## src/rtl/mips_multicycle_control_if.sv

```systemverilog
// Control/status bundle between the multicycle MIPS controller and its datapath.
// The master side is the controller; the slave side is the datapath (or a bench).
interface mips_multicycle_control_if;
    logic [5:0] in_Opcode_6;
    logic [5:0] in_Funct_6;
    logic       in_Zero;
    logic       in_MemReady;

    logic [3:0] o_ALUOperation_4;
    logic       o_PCWrite;
    logic       o_IorD;
    logic       o_MemRead;
    logic       o_MemWrite;
    logic       o_IRWrite;
    logic       o_RegWrite;
    logic       o_RegDst;
    logic       o_MemtoReg;
    logic       o_ALUSrcA;
    logic       o_ExtZero;
    logic [1:0] o_ALUSrcB_2;
    logic [1:0] o_PCSource_2;
    logic [3:0] o_State_4;
    logic       o_Trap;

    modport master (
        input  in_Opcode_6, in_Funct_6, in_Zero, in_MemReady,
        output o_ALUOperation_4, o_PCWrite, o_IorD, o_MemRead, o_MemWrite, o_IRWrite,
               o_RegWrite, o_RegDst, o_MemtoReg, o_ALUSrcA, o_ExtZero, o_ALUSrcB_2,
               o_PCSource_2, o_State_4, o_Trap
    );

    modport slave (
        output in_Opcode_6, in_Funct_6, in_Zero, in_MemReady,
        input  o_ALUOperation_4, o_PCWrite, o_IorD, o_MemRead, o_MemWrite, o_IRWrite,
               o_RegWrite, o_RegDst, o_MemtoReg, o_ALUSrcA, o_ExtZero, o_ALUSrcB_2,
               o_PCSource_2, o_State_4, o_Trap
    );
endinterface

```

## src/rtl/mips_multicycle_control.sv

```systemverilog
// Multicycle MIPS control FSM (Moore outputs, PCWrite/IRWrite qualified by handshake/zero).
// Define MIPS_CTRL_ILLEGAL_TRAP_EN to make illegal opcode/funct lock into TRAP until reset.
module mips_multicycle_control (
    input logic                         clk,
    input logic                         reset,
    mips_multicycle_control_if.master   bus
);

    typedef enum logic [3:0] {
        StFetch    = 4'd0,
        StDecode   = 4'd1,
        StMemAddr  = 4'd2,
        StMemRead  = 4'd3,
        StMemWb    = 4'd4,
        StMemWrite = 4'd5,
        StRExec    = 4'd6,
        StIExec    = 4'd7,
        StAluWb    = 4'd8,
        StBranch   = 4'd9,
        StJump     = 4'd10,
        StTrap     = 4'd11
    } state_e;

`ifdef MIPS_CTRL_ILLEGAL_TRAP_EN
    localparam state_e StIllegal = StTrap;
`else
    localparam state_e StIllegal = StFetch;
`endif

    localparam logic [5:0] OpRType = 6'h00;
    localparam logic [5:0] OpJ     = 6'h02;
    localparam logic [5:0] OpBeq   = 6'h04;
    localparam logic [5:0] OpBne   = 6'h05;
    localparam logic [5:0] OpAddi  = 6'h08;
    localparam logic [5:0] OpAndi  = 6'h0C;
    localparam logic [5:0] OpOri   = 6'h0D;
    localparam logic [5:0] OpLui   = 6'h0F;
    localparam logic [5:0] OpLw    = 6'h23;
    localparam logic [5:0] OpSw    = 6'h2B;

    localparam logic [5:0] FnSll = 6'h00;
    localparam logic [5:0] FnSrl = 6'h02;
    localparam logic [5:0] FnAdd = 6'h20;
    localparam logic [5:0] FnSub = 6'h22;
    localparam logic [5:0] FnAnd = 6'h24;
    localparam logic [5:0] FnOr  = 6'h25;
    localparam logic [5:0] FnNor = 6'h27;

    localparam logic [3:0] AluAnd = 4'b0000;
    localparam logic [3:0] AluOr  = 4'b0001;
    localparam logic [3:0] AluNor = 4'b0010;
    localparam logic [3:0] AluAdd = 4'b0011;
    localparam logic [3:0] AluSub = 4'b0100;
    localparam logic [3:0] AluSll = 4'b0101;
    localparam logic [3:0] AluSrl = 4'b0110;
    localparam logic [3:0] AluLui = 4'b0111;

    localparam logic [1:0] SrcBReg   = 2'b00;
    localparam logic [1:0] SrcBFour  = 2'b01;
    localparam logic [1:0] SrcBImm   = 2'b10;
    localparam logic [1:0] SrcBImmSh = 2'b11;

    localparam logic [1:0] PcSrcAluOut = 2'b01;
    localparam logic [1:0] PcSrcJump   = 2'b10;

    state_e     state_q, state_d;
    logic [5:0] opcode, funct;
    logic       zero, mem_ready;
    logic       is_rtype, funct_ok, imm_zext;
    logic [3:0] alu_r, alu_i;

    logic       pc_write, iord, mem_read, mem_write, ir_write, reg_write;
    logic       reg_dst, mem_to_reg, alu_src_a, ext_zero, trap;
    logic [1:0] alu_src_b, pc_source;
    logic [3:0] alu_op;

    assign opcode    = bus.in_Opcode_6;
    assign funct     = bus.in_Funct_6;
    assign zero      = bus.in_Zero;
    assign mem_ready = bus.in_MemReady;
    assign is_rtype  = (opcode == OpRType);

    // R-type ALU code from funct; unknown funct is flagged illegal and falls back to ADD.
    always_comb begin
        funct_ok = 1'b1;
        alu_r    = AluAdd;
        case (funct)
            FnAdd:   alu_r = AluAdd;
            FnSub:   alu_r = AluSub;
            FnAnd:   alu_r = AluAnd;
            FnOr:    alu_r = AluOr;
            FnNor:   alu_r = AluNor;
            FnSll:   alu_r = AluSll;
            FnSrl:   alu_r = AluSrl;
            default: funct_ok = 1'b0;
        endcase
    end

    always_comb begin
        alu_i    = AluAdd;
        imm_zext = 1'b0;
        case (opcode)
            OpAndi:  begin alu_i = AluAnd; imm_zext = 1'b1; end
            OpOri:   begin alu_i = AluOr;  imm_zext = 1'b1; end
            OpLui:   begin alu_i = AluLui; imm_zext = 1'b1; end
            default: alu_i = AluAdd;
        endcase
    end

    always_ff @(posedge clk or posedge reset) begin
        if (reset) begin
            state_q <= StFetch;
        end else begin
            state_q <= state_d;
        end
    end

    always_comb begin
        state_d = state_q;
        unique case (state_q)
            StFetch:    if (mem_ready) state_d = StDecode;
            StDecode: begin
                case (opcode)
                    OpRType:                     state_d = StRExec;
                    OpLw, OpSw:                  state_d = StMemAddr;
                    OpAddi, OpAndi, OpOri, OpLui: state_d = StIExec;
                    OpBeq, OpBne:                state_d = StBranch;
                    OpJ:                         state_d = StJump;
                    default:                     state_d = StIllegal;
                endcase
            end
            StMemAddr:  state_d = (opcode == OpSw) ? StMemWrite : StMemRead;
            StMemRead:  if (mem_ready) state_d = StMemWb;
            StMemWb:    state_d = StFetch;
            StMemWrite: if (mem_ready) state_d = StFetch;
            StRExec:    state_d = funct_ok ? StAluWb : StIllegal;
            StIExec:    state_d = StAluWb;
            StAluWb:    state_d = StFetch;
            StBranch:   state_d = StFetch;
            StJump:     state_d = StFetch;
            // Sticky when trapping is built in, otherwise an unreachable state that self-clears.
            StTrap:     state_d = StIllegal;
            default:    state_d = StFetch;
        endcase
    end

    always_comb begin
        pc_write   = 1'b0;
        iord       = 1'b0;
        mem_read   = 1'b0;
        mem_write  = 1'b0;
        ir_write   = 1'b0;
        reg_write  = 1'b0;
        reg_dst    = 1'b0;
        mem_to_reg = 1'b0;
        alu_src_a  = 1'b0;
        ext_zero   = 1'b0;
        alu_src_b  = SrcBReg;
        pc_source  = 2'b00;
        alu_op     = AluAdd;
        unique case (state_q)
            StFetch: begin
                mem_read  = 1'b1;
                alu_src_b = SrcBFour;
                ir_write  = mem_ready;
                pc_write  = mem_ready;
            end
            StDecode:   alu_src_b = SrcBImmSh;
            StMemAddr: begin
                alu_src_a = 1'b1;
                alu_src_b = SrcBImm;
            end
            StMemRead: begin
                iord     = 1'b1;
                mem_read = 1'b1;
            end
            StMemWb: begin
                reg_write  = 1'b1;
                mem_to_reg = 1'b1;
            end
            StMemWrite: begin
                iord      = 1'b1;
                mem_write = 1'b1;
            end
            StRExec: begin
                alu_src_a = 1'b1;
                alu_op    = alu_r;
            end
            StIExec: begin
                alu_src_a = 1'b1;
                alu_src_b = SrcBImm;
                alu_op    = alu_i;
                ext_zero  = imm_zext;
            end
            StAluWb: begin
                reg_write = 1'b1;
                reg_dst   = is_rtype;
                alu_op    = is_rtype ? alu_r : alu_i;
            end
            StBranch: begin
                alu_src_a = 1'b1;
                alu_op    = AluSub;
                pc_source = PcSrcAluOut;
                pc_write  = (opcode == OpBne) ? ~zero : zero;
            end
            StJump: begin
                pc_source = PcSrcJump;
                pc_write  = 1'b1;
            end
            default: ;
        endcase
        // FETCH is forced during reset, but its handshake-driven writes must stay quiet.
        if (reset) begin
            pc_write  = 1'b0;
            ir_write  = 1'b0;
            mem_write = 1'b0;
            reg_write = 1'b0;
        end
    end

`ifdef MIPS_CTRL_ILLEGAL_TRAP_EN
    assign trap = (state_q == StTrap) && !reset;
`else
    assign trap = 1'b0;
`endif

    assign bus.o_ALUOperation_4 = alu_op;
    assign bus.o_PCWrite        = pc_write;
    assign bus.o_IorD           = iord;
    assign bus.o_MemRead        = mem_read;
    assign bus.o_MemWrite       = mem_write;
    assign bus.o_IRWrite        = ir_write;
    assign bus.o_RegWrite       = reg_write;
    assign bus.o_RegDst         = reg_dst;
    assign bus.o_MemtoReg       = mem_to_reg;
    assign bus.o_ALUSrcA        = alu_src_a;
    assign bus.o_ExtZero        = ext_zero;
    assign bus.o_ALUSrcB_2      = alu_src_b;
    assign bus.o_PCSource_2     = pc_source;
    assign bus.o_State_4        = state_q;
    assign bus.o_Trap           = trap;

endmodule

```

## src/flat_wrapper.sv

```systemverilog
// flat-port wrapper written by rule: the top's interface ports become plain ports
module mips_multicycle_control_flat 
  (clk, reset, bus_in_Opcode_6, bus_in_Funct_6, bus_in_Zero, bus_in_MemReady, bus_o_ALUOperation_4, bus_o_PCWrite, bus_o_IorD, bus_o_MemRead, bus_o_MemWrite, bus_o_IRWrite, bus_o_RegWrite, bus_o_RegDst, bus_o_MemtoReg, bus_o_ALUSrcA, bus_o_ExtZero, bus_o_ALUSrcB_2, bus_o_PCSource_2, bus_o_State_4, bus_o_Trap);
  mips_multicycle_control_if bus_i ();
  input logic clk;
  input logic reset;
  input wire logic [$bits(bus_i.in_Opcode_6)-1:0] bus_in_Opcode_6;
  input wire logic [$bits(bus_i.in_Funct_6)-1:0] bus_in_Funct_6;
  input wire logic [$bits(bus_i.in_Zero)-1:0] bus_in_Zero;
  input wire logic [$bits(bus_i.in_MemReady)-1:0] bus_in_MemReady;
  output wire logic [$bits(bus_i.o_ALUOperation_4)-1:0] bus_o_ALUOperation_4;
  output wire logic [$bits(bus_i.o_PCWrite)-1:0] bus_o_PCWrite;
  output wire logic [$bits(bus_i.o_IorD)-1:0] bus_o_IorD;
  output wire logic [$bits(bus_i.o_MemRead)-1:0] bus_o_MemRead;
  output wire logic [$bits(bus_i.o_MemWrite)-1:0] bus_o_MemWrite;
  output wire logic [$bits(bus_i.o_IRWrite)-1:0] bus_o_IRWrite;
  output wire logic [$bits(bus_i.o_RegWrite)-1:0] bus_o_RegWrite;
  output wire logic [$bits(bus_i.o_RegDst)-1:0] bus_o_RegDst;
  output wire logic [$bits(bus_i.o_MemtoReg)-1:0] bus_o_MemtoReg;
  output wire logic [$bits(bus_i.o_ALUSrcA)-1:0] bus_o_ALUSrcA;
  output wire logic [$bits(bus_i.o_ExtZero)-1:0] bus_o_ExtZero;
  output wire logic [$bits(bus_i.o_ALUSrcB_2)-1:0] bus_o_ALUSrcB_2;
  output wire logic [$bits(bus_i.o_PCSource_2)-1:0] bus_o_PCSource_2;
  output wire logic [$bits(bus_i.o_State_4)-1:0] bus_o_State_4;
  output wire logic [$bits(bus_i.o_Trap)-1:0] bus_o_Trap;
  assign bus_i.in_Opcode_6 = bus_in_Opcode_6;
  assign bus_i.in_Funct_6 = bus_in_Funct_6;
  assign bus_i.in_Zero = bus_in_Zero;
  assign bus_i.in_MemReady = bus_in_MemReady;
  assign bus_o_ALUOperation_4 = bus_i.o_ALUOperation_4;
  assign bus_o_PCWrite = bus_i.o_PCWrite;
  assign bus_o_IorD = bus_i.o_IorD;
  assign bus_o_MemRead = bus_i.o_MemRead;
  assign bus_o_MemWrite = bus_i.o_MemWrite;
  assign bus_o_IRWrite = bus_i.o_IRWrite;
  assign bus_o_RegWrite = bus_i.o_RegWrite;
  assign bus_o_RegDst = bus_i.o_RegDst;
  assign bus_o_MemtoReg = bus_i.o_MemtoReg;
  assign bus_o_ALUSrcA = bus_i.o_ALUSrcA;
  assign bus_o_ExtZero = bus_i.o_ExtZero;
  assign bus_o_ALUSrcB_2 = bus_i.o_ALUSrcB_2;
  assign bus_o_PCSource_2 = bus_i.o_PCSource_2;
  assign bus_o_State_4 = bus_i.o_State_4;
  assign bus_o_Trap = bus_i.o_Trap;
  mips_multicycle_control u_core (.clk(clk), .reset(reset), .bus(bus_i));
endmodule
```

## config.mk

```make
export PLATFORM = sky130hd
export DESIGN_NAME = mips_multicycle_control_flat
export DESIGN_NICKNAME = d
export VERILOG_FILES = /design/src/rtl/mips_multicycle_control_if.sv /design/src/rtl/mips_multicycle_control.sv /design/src/flat_wrapper.sv
export SDC_FILE = /design/constraint.sdc
export NUM_CORES = 1
export LEC_CHECK = 0
export ABC_AREA = 1
export ABC_CLOCK_PERIOD_IN_PS = 2200
export BUFFER_PORTS_ARGS = -buffer_cell sky130_fd_sc_hd__buf_2
export CAP_MARGIN = 10
export CORE_MARGIN = 1.5
export CORE_UTILIZATION = 49
export DETAILED_ROUTE_END_ITERATION = 12
export PLACE_DENSITY = 0.86
export SLEW_MARGIN = 20
export SYNTH_ARGS = -nofsm -noshare
export SYNTH_HDL_FRONTEND = slang
export SYNTH_SLANG_ARGS = --single-unit
export TNS_END_PERCENT = 100
```

## constraint.sdc

```tcl
create_clock -name clk -period 2.2 [get_ports clk]
set_clock_uncertainty 0.2 [all_clocks]
set_input_delay 0 -clock clk [delete_from_list [all_inputs] [get_ports clk]]
set_output_delay 0 -clock clk [all_outputs]
set_load 0.005 [all_outputs]
```

==> impl.org, run 1 <==
** Clock tree
- Clk pin slew, worst setup/hold paths :: roughly 40 ps
- Clk root buf :: sky130_fd_sc_hd__clkbuf_4
- The clock drives 4 sinks.
- TritonCTS created 3 clock buffers.
- The number of setup buffers added after CTS is 0.
- TritonCTS built the clock tree.
- Number of buffers on the longest clock path :: 2
- For the worst-skew pair, the clock arrives at the later sink with an insertion delay of roughly 240 ps.
- In this run the number of H-tree levels came out at 1.

** Timing
- Setup repair after global routing left no endpoint under its margin.
- Final clock period utilization by the worst path :: 0.804
- Derived from the worst setup path, the maximum achievable clock frequency is between 500 and 600 MHz.
- Final hold viol count :: 0
- Final hold slack :: ~33 ps
- The total count of max-transition violations in the final report was 0.
- Setup tns final :: 0 ps
- Setup violations remaining at the end of the flow were counted as 0.
- Subtracting the final worst setup slack from the clock period gives approximately 1800 ps.

** Routing
- In the final routed layout, each cell accounts on average for ~10 um.
- Initial DRT Pass Iterations :: 4
- Detailed-route vias per instance :: between 5 and 6
- DRC Markers :: 0
- Sum of routed wire length over all layers :: about 2200 um
- For this block, the initial DRC count from the detailed router was 26.
- The detail route stage leaves a number of antenna-violating nets equal to 0.
- The routed layout has between 1000 and 1500 vias.

** Worst setup path
- Critical Path End Type :: output port
- Arrival time at the worst endpoint :: 1570 ps
- In this design, the stage delay of the slowest critical-path cell is approximately 450 ps.
- Category of the worst setup path launch point :: flip-flop
- Slowest CP cell :: sky130_fd_sc_hd__dfrtp_1
- STA puts the critical path data required time at roughly 2000 ps.
- Kind of cell adding the most delay to the critical path :: flip-flops
- Worst setup path category :: reg -> out
- Slack of the worst reg-to-reg path :: between 700 and 800 ps
- In this run the critical register-to-register path is launched from u_core.bus.o_State_4[3]$_DFFE_PP0P_.
- Counting cells, the worst reg-to-reg path comes to 7.
- The critical path crosses 9 cells after its start point.
- In this run the worst path has a maximum fanout of 7.
- In this run the worst setup path terminates at bus_o_ALUOperation_4[2].
- The critical path starts at u_core.bus.o_State_4[1]$_DFFE_PP0P_.
- CP cell instances :: inv_2 > nor2_2 > inv_1 > nor2_2 > inv_2 > o21ai_2 > nand2_1 > o211ai_2 > buf_2
- The endpoint identified for the worst register-to-register timing path is u_core.bus.o_State_4[2]$_DFFE_PP0P_.
- Count of buffering cells on the critical path with inverters included :: 4

** Run
- Number of maximum-capacitance violations :: 0

** GRT
- For this run, global-route usage on met3 was measured as 0.0250.
- met2 is the most crowded layer.
- For this run, global-route usage on met1 was measured as 0.313.
- Remaining global-route overflow :: 0
- Maximum number of pins on one net before global-route repair :: 8
- Overall track demand over capacity in global routing :: 0.243
- For this run, global-route usage on met2 was measured as 0.432.
- The first global-routing pass estimated approximately 3700 um of wire.
- The number of global-route vias before repair came to slightly below 1000.
- The number of antenna violations at the first check in global routing came to 0.

** Synthesis
- Counting distinct cell types in the post-synthesis netlist gives 23.
- Synthesis handed over a netlist of approximately 160 instances.
- Yosys attributes the largest share of cell area to sky130_fd_sc_hd__nand2_1 19%, sky130_fd_sc_hd__nor2_1 12%, sky130_fd_sc_hd__dfrtp_1 12%.
- Cell area after technology mapping :: around 820 sq um
- Counting flops and latches in the post-synthesis netlist gives 4.
- Synthesized area per cell :: between 5 and 6 sq um
- Top cell type's share of synthesized area :: 0.189
- Of the synthesized area, sequential elements account for 0.123.
- Yosys warns :: 0
- Leading area contributor after synthesis :: sky130_fd_sc_hd__nand2_1

** Die
- Die H :: 43.8 um
- I/O Pins :: 39
- Row Count :: 14
- Floorplan die area :: roughly 1900 sq um
- Core box area :: roughly 1500 sq um
- Effective utilization at floorplan :: 0.535
- Floorplan die width :: between 40 and 50 um

** Power and ir drop
- Overall Power :: between 600 and 700 uW
- The analysis attributes to cell leakage a power of 0.000681 uW.
- IR analysis of the VDD net gives a maximum drop of around 0.5 mV.
- Pwr/cell area :: 641 nW/um^2

** Finish
- Signed area change from the synthesized netlist to the final layout :: 28.4%
- Antenna diode count :: 0
- The register with the most flip-flops in the layout has 4 of them.
- Net total in the final layout :: between 200 and 250
- Fraction of final layout cells sized beyond drive strength 1 :: 0.316

** Min path
- Class of the tightest hold or removal check :: in -> async

** Outcome
- The run finished with clean final reports.

** Placement
- Final HPWL DP :: approximately 1900 um
- The count of buffers added on input and output ports is 36.
- The congestion estimate from routability-driven global placement came to around 0.85.
-- worst min-delay path by stage --
stage	from	endpoint	slack, ps	cells after the start
6_report	reset	u_core.bus.o_State_4[0]$_DFFE_PP0P_	30	3
5_1_grt	reset	u_core.bus.o_State_4[0]$_DFFE_PP0P_	50	3
4_1_cts	reset	u_core.bus.o_State_4[0]$_DFFE_PP0P_	30	3
3_5_place_dp	reset	u_core.bus.o_State_4[0]$_DFFE_PP0P_	-260	2
3_3_place_gp	reset	u_core.bus.o_State_4[0]$_DFFE_PP0P_	-270	2
2_1_floorplan	reset	u_core.bus.o_State_4[0]$_DFFE_PP0P_	-430	1
-- cell usage in the layout, fill, tap and decap left out --
master	instances
sky130_fd_sc_hd__nand2_1	41
sky130_fd_sc_hd__buf_2	36
sky130_fd_sc_hd__nor2_1	27
sky130_fd_sc_hd__inv_1	26
sky130_fd_sc_hd__nand3_1	13
sky130_fd_sc_hd__nand4_1	7
sky130_fd_sc_hd__nor2_2	6
sky130_fd_sc_hd__inv_2	5
sky130_fd_sc_hd__dfrtp_1	4
sky130_fd_sc_hd__nand2_2	3
sky130_fd_sc_hd__clkbuf_4	3
sky130_fd_sc_hd__nor2_4	2
sky130_fd_sc_hd__nand3_2	2
sky130_fd_sc_hd__o21ai_2	2
sky130_fd_sc_hd__a21oi_2	2
sky130_fd_sc_hd__o21ai_0	2
sky130_fd_sc_hd__o21a_1	2
sky130_fd_sc_hd__o21ai_1	2
sky130_fd_sc_hd__a21oi_1	2
sky130_fd_sc_hd__and3_1	2
sky130_fd_sc_hd__conb_1	2
sky130_fd_sc_hd__dlygate4sd3_1	2
sky130_fd_sc_hd__nand3b_1	1
sky130_fd_sc_hd__nor3_1	1
sky130_fd_sc_hd__o211ai_2	1
-- worst register-to-register path: stages, from the launching register on --
cell and delay (ps):
sky130_fd_sc_hd__dfrtp_1 430, sky130_fd_sc_hd__nor2_2 270, sky130_fd_sc_hd__nand2_1 150, sky130_fd_sc_hd__nor2_1 140, sky130_fd_sc_hd__nor2_1 60, sky130_fd_sc_hd__nand2_1 60, sky130_fd_sc_hd__nand2_1 40, sky130_fd_sc_hd__nand2_1 70
-- routing by layer --
layer / wire [um] / share of wire / vias to the layer above
li1: - / - / 565
met1: 947 / 0.44 / 473
met2: 1100 / 0.51 / 42
met3: 124 / 0.057 / 0
met4: 0 / 0 / 0
met5: 0 / 0 / -
-- metrics by stage --
stage / std cells / utilization / setup WS, ps / cell area [sq um]
3_5_place_dp: 207 / 0.659 / 721 / 1000
5_1_grt: 212 / 0.687 / 302 / 1050
6_report: 212 / 0.687 / 431 / 1050
4_1_cts: 212 / 0.687 / 457 / 1050
3_3_place_gp: 207 / 0.659 / 740 / 1000
2_1_floorplan: 157 / - / 871 / 820
-- where the power goes --
| part | switching, uW | internal, uW |
|---|---|---|
| Clock | 30.7 | 61.1 |
| Sequential | 31.3 | 96.5 |
| Combinational | 275 | 177 |
| Total | 337 | 334 |
-- synthesized netlist by cell type --
cell type,instances
sky130_fd_sc_hd__nand3b_1,1
sky130_fd_sc_hd__o21a_1,2
sky130_fd_sc_hd__nor2_4,2
sky130_fd_sc_hd__o211ai_2,1
sky130_fd_sc_hd__buf_4,2
sky130_fd_sc_hd__a21oi_2,2
sky130_fd_sc_hd__nor3_1,1
sky130_fd_sc_hd__o21ai_1,2
sky130_fd_sc_hd__o21ai_2,2
sky130_fd_sc_hd__nand2_2,3
sky130_fd_sc_hd__nor2_1,27
sky130_fd_sc_hd__nand3_1,13
sky130_fd_sc_hd__nand3_2,2
sky130_fd_sc_hd__inv_1,26
sky130_fd_sc_hd__nor2_2,6
sky130_fd_sc_hd__nand2_1,41
sky130_fd_sc_hd__nand4_1,7
sky130_fd_sc_hd__inv_2,5
sky130_fd_sc_hd__and3_1,2
sky130_fd_sc_hd__conb_1,1
sky130_fd_sc_hd__o21ai_0,2
sky130_fd_sc_hd__dfrtp_1,4
sky130_fd_sc_hd__a21oi_1,2
-- timing repair --
item / 4_1_cts / 5_1_grt
hold buffers: 2 / 0
gates resized for setup: 0 / 0
endpoints found under the hold margin: 7 / 0
-- cell type report --
| class | count | area [sq um] |
|---|---|---|
| clock buffer | 3 | 22.5 |
| fill | 141 | 477 |
| inverter | 31 | 116 |
| multi-input combinational | 120 | 588 |
| sequential | 4 | 100 |
| tap | 16 | 20.0 |
| timing repair buffer | 38 | 200 |
-- logic make-up after synthesis --
family,share of synthesized area
DFF,0.123
other,0.00460
buffers and inverters,0.161
AOI/OAI and AO/OA,0.113
and+or+nand+nor,0.598
Power figures use the tool's default switching activity.
==> inputs of run 2 (changes only) <==
ABC_CLOCK_PERIOD_IN_PS = 1400   (was 2200)
CORE_UTILIZATION = 41   (was 49)
PLACE_DENSITY = 0.77   (was 0.86)
clock period = 1.4 ns   (was 2.2 ns; I/O delays follow)
==> run 2 against run 1 <==
  * The flow now finishes with violations (setup timing)
  * Register-to-register slack lost 920 ps
  * First-iteration DRC count grew 54%
  * Via count grew 19%
==> impl.org, run 2 (synthesis results as in run 1) <==
** Outcome
- The flow ran to the end, but the final reports show violations.
- The checks that failed: setup timing.

** Finish
- The area of all placed cells without fillers came to 1340 sq um (+28%).
- Net total in the final layout :: 238 (+11%)
- Antenna diode count :: 0 (unchanged)
- Leaving out fill and tap cells, the most frequent cells in the layout are 36 x sky130_fd_sc_hd__buf_2, 35 x sky130_fd_sc_hd__nand2_1, 25 x sky130_fd_sc_hd__nor2_1.
- Leaving out fill and tap cells, the most frequent cell in the layout is sky130_fd_sc_hd__buf_2.
- The flip-flop count of the largest register after layout came to 4 (unchanged).
- Relative to the synthesized area, the layout overhead comes to 64.4%.
- Fraction of final layout cells sized beyond drive strength 1 :: 0.486 (+0.170)

** Routing
- The violation count after the first detailed-route iteration is 40 (+54%).
- The number of detailed-route iterations in the first pass was 4 (unchanged).
- Sum of routed wire length over all layers :: 3220 um (+48%)
- Antenna violation net count after detailed routing :: 0 (unchanged)
- DRC Markers :: 0 (unchanged)
- The vias after detailed routing is 1281 (+19%).
- Detailed-route vias per instance :: 5.23 (+2.6%)
- Average routed wire per standard cell :: 13.1 um (+28%)

** Worst setup path
- The internal reg-to-reg setup slack came to -210 ps (-920 ps).
- STA classifies the critical path endpoint as an output port.
- Worst setup path category :: reg -> out
- Maximum fanout count along the critical path :: 4 (-3)
- Beginning of the worst register-to-register path :: u_core.bus.o_State_4[0]$_DFFE_PP0P_
- Worst reg-to-reg path cell count :: 10 (+3)
- The arrival time of the worst setup path came to 1520 ps (-50 ps).
- The data required time at the worst endpoint came to 1200 ps (-800 ps).
- STA classifies the critical path startpoint as a flip-flop.
- Endpoint of the worst-slack reg-to-reg timing path :: u_core.bus.o_State_4[0]$_DFFE_PP0P_

** Placement
- Setup slack after placement :: -49.6 ps (-770 ps)
- Area post-placement :: 1080 sq um (+7.8%)
- The detailed placer's ending HPWL is 2040 um (+9.5%).
- The quantity of I/O buffers inserted on ports is 36 (unchanged).
- Weighted congestion at the end of routability-driven global placement :: 0.820 (-3.4%)

** Clock tree
- The number of sinks driven by the clock tree is 4 (unchanged).
- Source-to-sink clock delay at the later pin of the worst-skew pair :: 240 ps (about the same)
- Clk root buf :: sky130_fd_sc_hd__clkbuf_4
- Number of levels the H-tree was split into :: 1 (unchanged)
- The clock input transition at the sequential cells of the worst setup and hold paths was 40 ps (about the same).
- TritonCTS built the clock tree.
- The maximum clock path buffer count was 2 (unchanged).
- Number of buffers created by CTS :: 3 (unchanged)

** Timing
- Shortest clock period the worst path allows after layout :: between 1500 and 2000 ps
- Timing would allow up to a little under 600 MHz.
- The final hold slack is 33.4 ps (-0.00120 ps).
- Final hold viol count :: 0 (unchanged)
- Slew Viols, Final :: 0 (unchanged)
- Final critical-path setup slack :: -319 ps (-750 ps)
- The count of final setup violators is 20 (+20).
- Setup repair after global routing could not meet its margin everywhere.
- The setup TNS after final layout was -3610 ps (-3610 ps).
- Final clock period utilization by the worst path :: 1.23

** Power and ir drop
- The final total power was 1720 uW (+160%).
- Leakage Power :: 0.000820 uW (+20%)
- Max rail drop VDD :: 0.727 mV (+45%)
- The power density normalized to cell area came to 1280 nW/um^2 (+99%).

** Die
- The die width came to 47.6 um (+8.7%).
- Core box area :: 1800 sq um (+18%)
- The initial cell density of the core came to 0.453 (-0.0825).
- The area of the die came to 2270 sq um (+18%).
- The number of primary I/O pins was 39 (unchanged).
- Row Count :: 15 (+1)
- Die H :: 47.6 um (+8.7%)

** Min path
- Worst hold path endpoint :: u_core.bus.o_State_4[1]$_DFFE_PP0P_
- The startpoint identified for the worst hold timing path is bus_in_Opcode_6[3].
- Class of the tightest hold or removal check :: in -> reg
- Hold Path Cell Cnt :: 4

** GRT
- Global-route wire length before repair :: 4620 um (+26%)
- Overall track demand over capacity in global routing :: 0.287 (+0.0438)
- The maximum number of pins on one net before global-route repair was 8 (unchanged).
- Number of global-route vias before repair :: 1106 (+13%)
- Remaining global-route overflow :: 0 (unchanged)
- Antenna violations before repair :: 0 (unchanged)

** Run
- Number of maximum-capacitance violations :: 0 (unchanged)
==> run 2: power by group <==
group	internal [uW]	total, uW	switching, uW	leakage (uW)
Sequential	156	211	54.6	0.0000488
Combinational	657	1350	696	0.000758
Clock	96.4	151	54.9	0.0000138
Total	910	1720	805	0.000820
==> run 2: timing repair <==
action | in CTS | in global routing
buffers inserted | 12 | 4
resized for setup | 27 | 9
setup endpoints to repair | 16 | 21
pin swaps | 14 | 3
cloned | 0 | 0
hold buffers | 2 | 0
hold endpoints to repair | 7 | 0
==> run 2: how the worst max path moves through the flow <==
| stage | from | endpoint | slack, ps | cells after the start |
|---|---|---|---|---|
| floorplan | u_core.bus.o_State_4[2]$_DFFE_PP0P_ | u_core.bus.o_State_4[0]$_DFFE_PP0P_ | 70 | 6 |
| global placement | u_core.bus.o_State_4[0]$_DFFE_PP0P_ | bus_o_ALUOperation_4[2] | 3 | 8 |
| detailed placement | u_core.bus.o_State_4[1]$_DFFE_PP0P_ | bus_o_ALUOperation_4[2] | -50 | 8 |
| CTS | u_core.bus.o_State_4[0]$_DFFE_PP0P_ | bus_o_ALUOperation_4[2] | -250 | 8 |
| global route | u_core.bus.o_State_4[0]$_DFFE_PP0P_ | bus_o_ALUOperation_4[0] | -370 | 8 |
| finish | u_core.bus.o_State_4[2]$_DFFE_PP0P_ | bus_o_ALUOperation_4[0] | -320 | 8 |
==> run 2: metrics by stage <==
step	util	cells
floorplan	-	157
global placement	0.601	225
detailed placement	0.601	225
CTS	0.716	242
global route	0.744	245
finish	0.744	245
==> run 2: cell type report <==
type / count / area (sq um)
multi-input cells: 120 / 657
fillers: 153 / 460
repair buffers: 62 / 410
inverters: 31 / 116
flip-flops and latches: 4 / 104
well taps: 25 / 31.3
clock buffers: 3 / 22.5
==> run 2: critical path, cell delays in order (launching register included) <==
cell and delay, ps:
sky130_fd_sc_hd__dfrtp_1 410, sky130_fd_sc_hd__inv_2 120, sky130_fd_sc_hd__nand2_2 110, sky130_fd_sc_hd__nor2_4 160
sky130_fd_sc_hd__inv_2 70, sky130_fd_sc_hd__o21ai_1 170, sky130_fd_sc_hd__nand2_1 70, sky130_fd_sc_hd__nand2_1 60
sky130_fd_sc_hd__buf_2 100
==> run 2: per-layer routing <==
layer,share of wire,vias to the layer above,track usage
li1,-,612,-
met1,0.38,581,0.300
met2,0.53,76,0.584
met3,0.067,12,0.0189
met4,0.024,0,0.108
met5,0,-,0
==> inputs of run 3 (changes only) <==
CORE_MARGIN = 5   (was 1.5)
==> run 3 against run 2 <==
  * The flow still finishes with violations (setup timing)
  * Routed wire length shrank 18%
  * Critical path type unchanged
  * Maximum frequency grew 4.8%
  * Register-to-register slack gained 170 ps
  * Critical path depth is the same
  * Clock power shrank 9.9%
==> impl.org, run 3 (synthesis results as in run 1) <==
** Outcome
- The flow ran to the end, but the final reports show violations.
- The checks that failed: setup timing.

** Timing
- Final hold viol count :: 0 (unchanged)
- The setup TNS after final layout was -2030 ps (+1580 ps).
- Final clock period utilization by the worst path :: 1.17 (-0.0557)
- The highest clock rate came to 609 MHz (+4.8%).
- Slew Viols, Final :: 0 (unchanged)
- The smallest setup slack after layout was -241 ps (+78.0 ps).
- The count of final setup violators came to 16 (-20%).
- Setup repair after global routing could not meet its margin everywhere.
- Shortest clock period the worst path allows after layout :: 1640 ps (-78.0 ps)

** Min path
- The min-delay analysis places its worst path in the category in -> async.

** Placement
- The worst slack at placement is -43.8 ps (+5.76 ps).
- The quantity of I/O buffers inserted on ports came to 36 (unchanged).
- The detailed placer's ending HPWL came to 2140 um (+5.0%).
- Area post-placement :: 1080 sq um (-0.46%)
- Weighted congestion at the end of routability-driven global placement :: 0.872 (+6.3%)

** Finish
- The fraction of layout instances using a drive strength above 1 is 0.400 (-0.0864).
- The area of all placed cells without fillers came to 1210 sq um (-9.8%).
- Flip-flop count of the largest register, all copies and words added :: 4 (unchanged)
- Utilization after layout :: 0.630 (-0.115)
- Most common cell after layout, fill and taps aside :: sky130_fd_sc_hd__nand2_1
- The final antenna diode count came to 0 (unchanged).
- Net total in the final layout :: 228 (-4.2%)
- Most used cells in the layout excluding fill and tap cells :: 41 x sky130_fd_sc_hd__nand2_1, 36 x sky130_fd_sc_hd__buf_2, 27 x sky130_fd_sc_hd__nor2_1
- Signed area change from the synthesized netlist to the final layout :: 48.3%

** Die
- Effective utilization at floorplan :: 0.424 (-0.0283)
- The die width was 54.6 um (+15%).
- The vertical die dimension is 54.6 um (+15%).
- The area of the die came to 2980 sq um (+32%).
- I/O Pins :: 39 (unchanged)
- The number of placement rows came to 16 (+1).
- The area inside the core boundary is 1920 sq um (+6.7%).

** Worst setup path
- Slack of the worst reg-to-reg path :: -40 ps (+170 ps)
- On the critical path, the stage with the largest delay is an instance of sky130_fd_sc_hd__dfrtp_2.
- Beginning of the worst register-to-register path :: u_core.bus.o_State_4[0]$_DFFE_PP0P_
- Category of the worst setup path launch point :: flip-flop
- CP Data Required Time :: 1200 ps (about the same)
- Maximum fanout count along the critical path :: 6 (+2)
- The arrival time of the worst setup path was 1440 ps (-80 ps).
- Worst reg-to-reg path cell count :: 8 (-2)
- CP cell instances :: inv_4 > nand2_4 > nor2_4 > inv_2 > o21ai_2 > nand2_1 > o211ai_2 > buf_2
- The largest incremental delay on the critical path is 450 ps (+40 ps).
- STA classifies the critical path endpoint as an output port.
- The worst register-to-register path ends at u_core.bus.o_State_4[2]$_DFFE_PP0P_.
- By startpoint and endpoint, the worst setup path is classified as reg -> out.

** GRT
- Antenna violations before repair :: 0 (unchanged)
- Number of global-route vias before repair :: 1024 (-7.4%)
- Remaining global-route overflow :: 0 (unchanged)
- The first-pass GRT wire length is 4010 um (-13%).
- The maximum number of pins on one net before global-route repair is 8 (unchanged).
- The global-route usage over all layers was 0.176 (-0.111).

** Routing
- The remaining number of nets flagged by the antenna check after routing was 0 (unchanged).
- The number of remaining DRC errors was 0 (unchanged).
- Initial DRT Pass Iterations :: 5 (+1)
- The total wire length after detailed routing was 2640 um (-18%).
- The number of vias per cell is 4.92 (-6.0%).
- Average routed wire per standard cell :: 11.1 um (-15%)
- The violation count after the first detailed-route iteration is 21 (-48%).
- Via count :: 1165 (-9.1%)

** Clock tree
- Number of buffers on the longest clock path :: 2 (unchanged)
- The number of sinks driven by the clock tree was 4 (unchanged).
- Number of levels the H-tree was split into :: 1 (unchanged)
- TritonCTS clock tree :: built
- The clock latency at the later pin of the worst-skew pair is 230 ps (about the same).
- The clock input transition at the sequential cells of the worst setup and hold paths came to 40 ps (about the same).
- Clock tree synthesis selected as its root buffer the cell sky130_fd_sc_hd__clkbuf_4.
- Number of buffers created by CTS :: 3 (unchanged)

** Power and ir drop
- The leakage power figure was 0.000754 uW (-8.1%).
- The power density normalized to cell area was 1050 nW/um^2 (-18%).
- Overall Power :: 1270 uW (-26%)
- The worst voltage drop across the vdd grid is 0.547 mV (-25%).

** Run
- Number of maximum-capacitance violations :: 0 (unchanged)
==> run 3: changes by cell type in the layout (fill, tap and decap cells not counted), moves of 2 or more <==
cell                      delta
sky130_fd_sc_hd__nand3_2     -3
sky130_fd_sc_hd__inv_1       +3
sky130_fd_sc_hd__nand3_1     +3
sky130_fd_sc_hd__buf_4       -2
sky130_fd_sc_hd__inv_2       -4
sky130_fd_sc_hd__nor2_1      +2
sky130_fd_sc_hd__buf_6       -8
sky130_fd_sc_hd__nand2_2     -7
sky130_fd_sc_hd__nand2_1     +6
==> run 3: worst max-delay path by stage <==
stage	startpoint	to	slack, ps	depth (start not counted)
4_1_cts	u_core.bus.o_State_4[1]$_DFFE_PP0P_	bus_o_ALUOperation_4[0]	-220	8
2_1_floorplan	u_core.bus.o_State_4[2]$_DFFE_PP0P_	u_core.bus.o_State_4[0]$_DFFE_PP0P_	70	6
3_3_place_gp	u_core.bus.o_State_4[1]$_DFFE_PP0P_	bus_o_ALUOperation_4[2]	-30	9
6_report	u_core.bus.o_State_4[1]$_DFFE_PP0P_	bus_o_ALUOperation_4[2]	-240	8
3_5_place_dp	u_core.bus.o_State_4[1]$_DFFE_PP0P_	bus_o_ALUOperation_4[2]	-40	8
5_1_grt	u_core.bus.o_State_4[0]$_DFFE_PP0P_	bus_o_ALUOperation_4[0]	-320	8
==> run 3: final cells by class <==
type	instances	area [sq um]
tap	27	33.8
multi-input combinational	120	626
fill	180	712
timing repair buffer	52	305
inverter	31	119
sequential	4	104
clock buffer	3	22.5
==> run 3: through the flow <==
step / instances / hold slack (ps)
4_1_cts: 236 / 40.2
3_3_place_gp: 226 / -266
2_1_floorplan: 157 / -434
3_5_place_dp: 226 / -265
5_1_grt: 237 / 76.4
6_report: 237 / 41.7
==> run 3: critical path, delay by kind of cell, from the launching register on <==
family,cells,cell delay [ps]
flip-flops,1,450
buffers and inverters,3,300
AND/OR/NAND/NOR,3,290
AO/OA/AOI/OAI,2,180
==> run 3: power breakdown <==
part	total [uW]	internal [uW]	switching, uW
clock network	136	95.4	40.4
logic	911	401	510
registers	218	157	61.5
==> run 3: what timing repair did <==
item / 4_1_cts / 5_1_grt
hold buffers: 2 / 0
pin swaps: 1 / 2
gates resized for setup: 8 / 7
endpoints found under the setup margin: 16 / 20
endpoints found under the hold margin: 7 / 0
buffers inserted: 5 / 1
==> run 3: layer usage <==
metal	GRT usage	vias up	wire length (um)
li1	-	599	-
met1	0.190	529	1100
met2	0.350	33	1390
met3	0.0245	4	125
met4	0.0373	0	20
met5	0	-	0
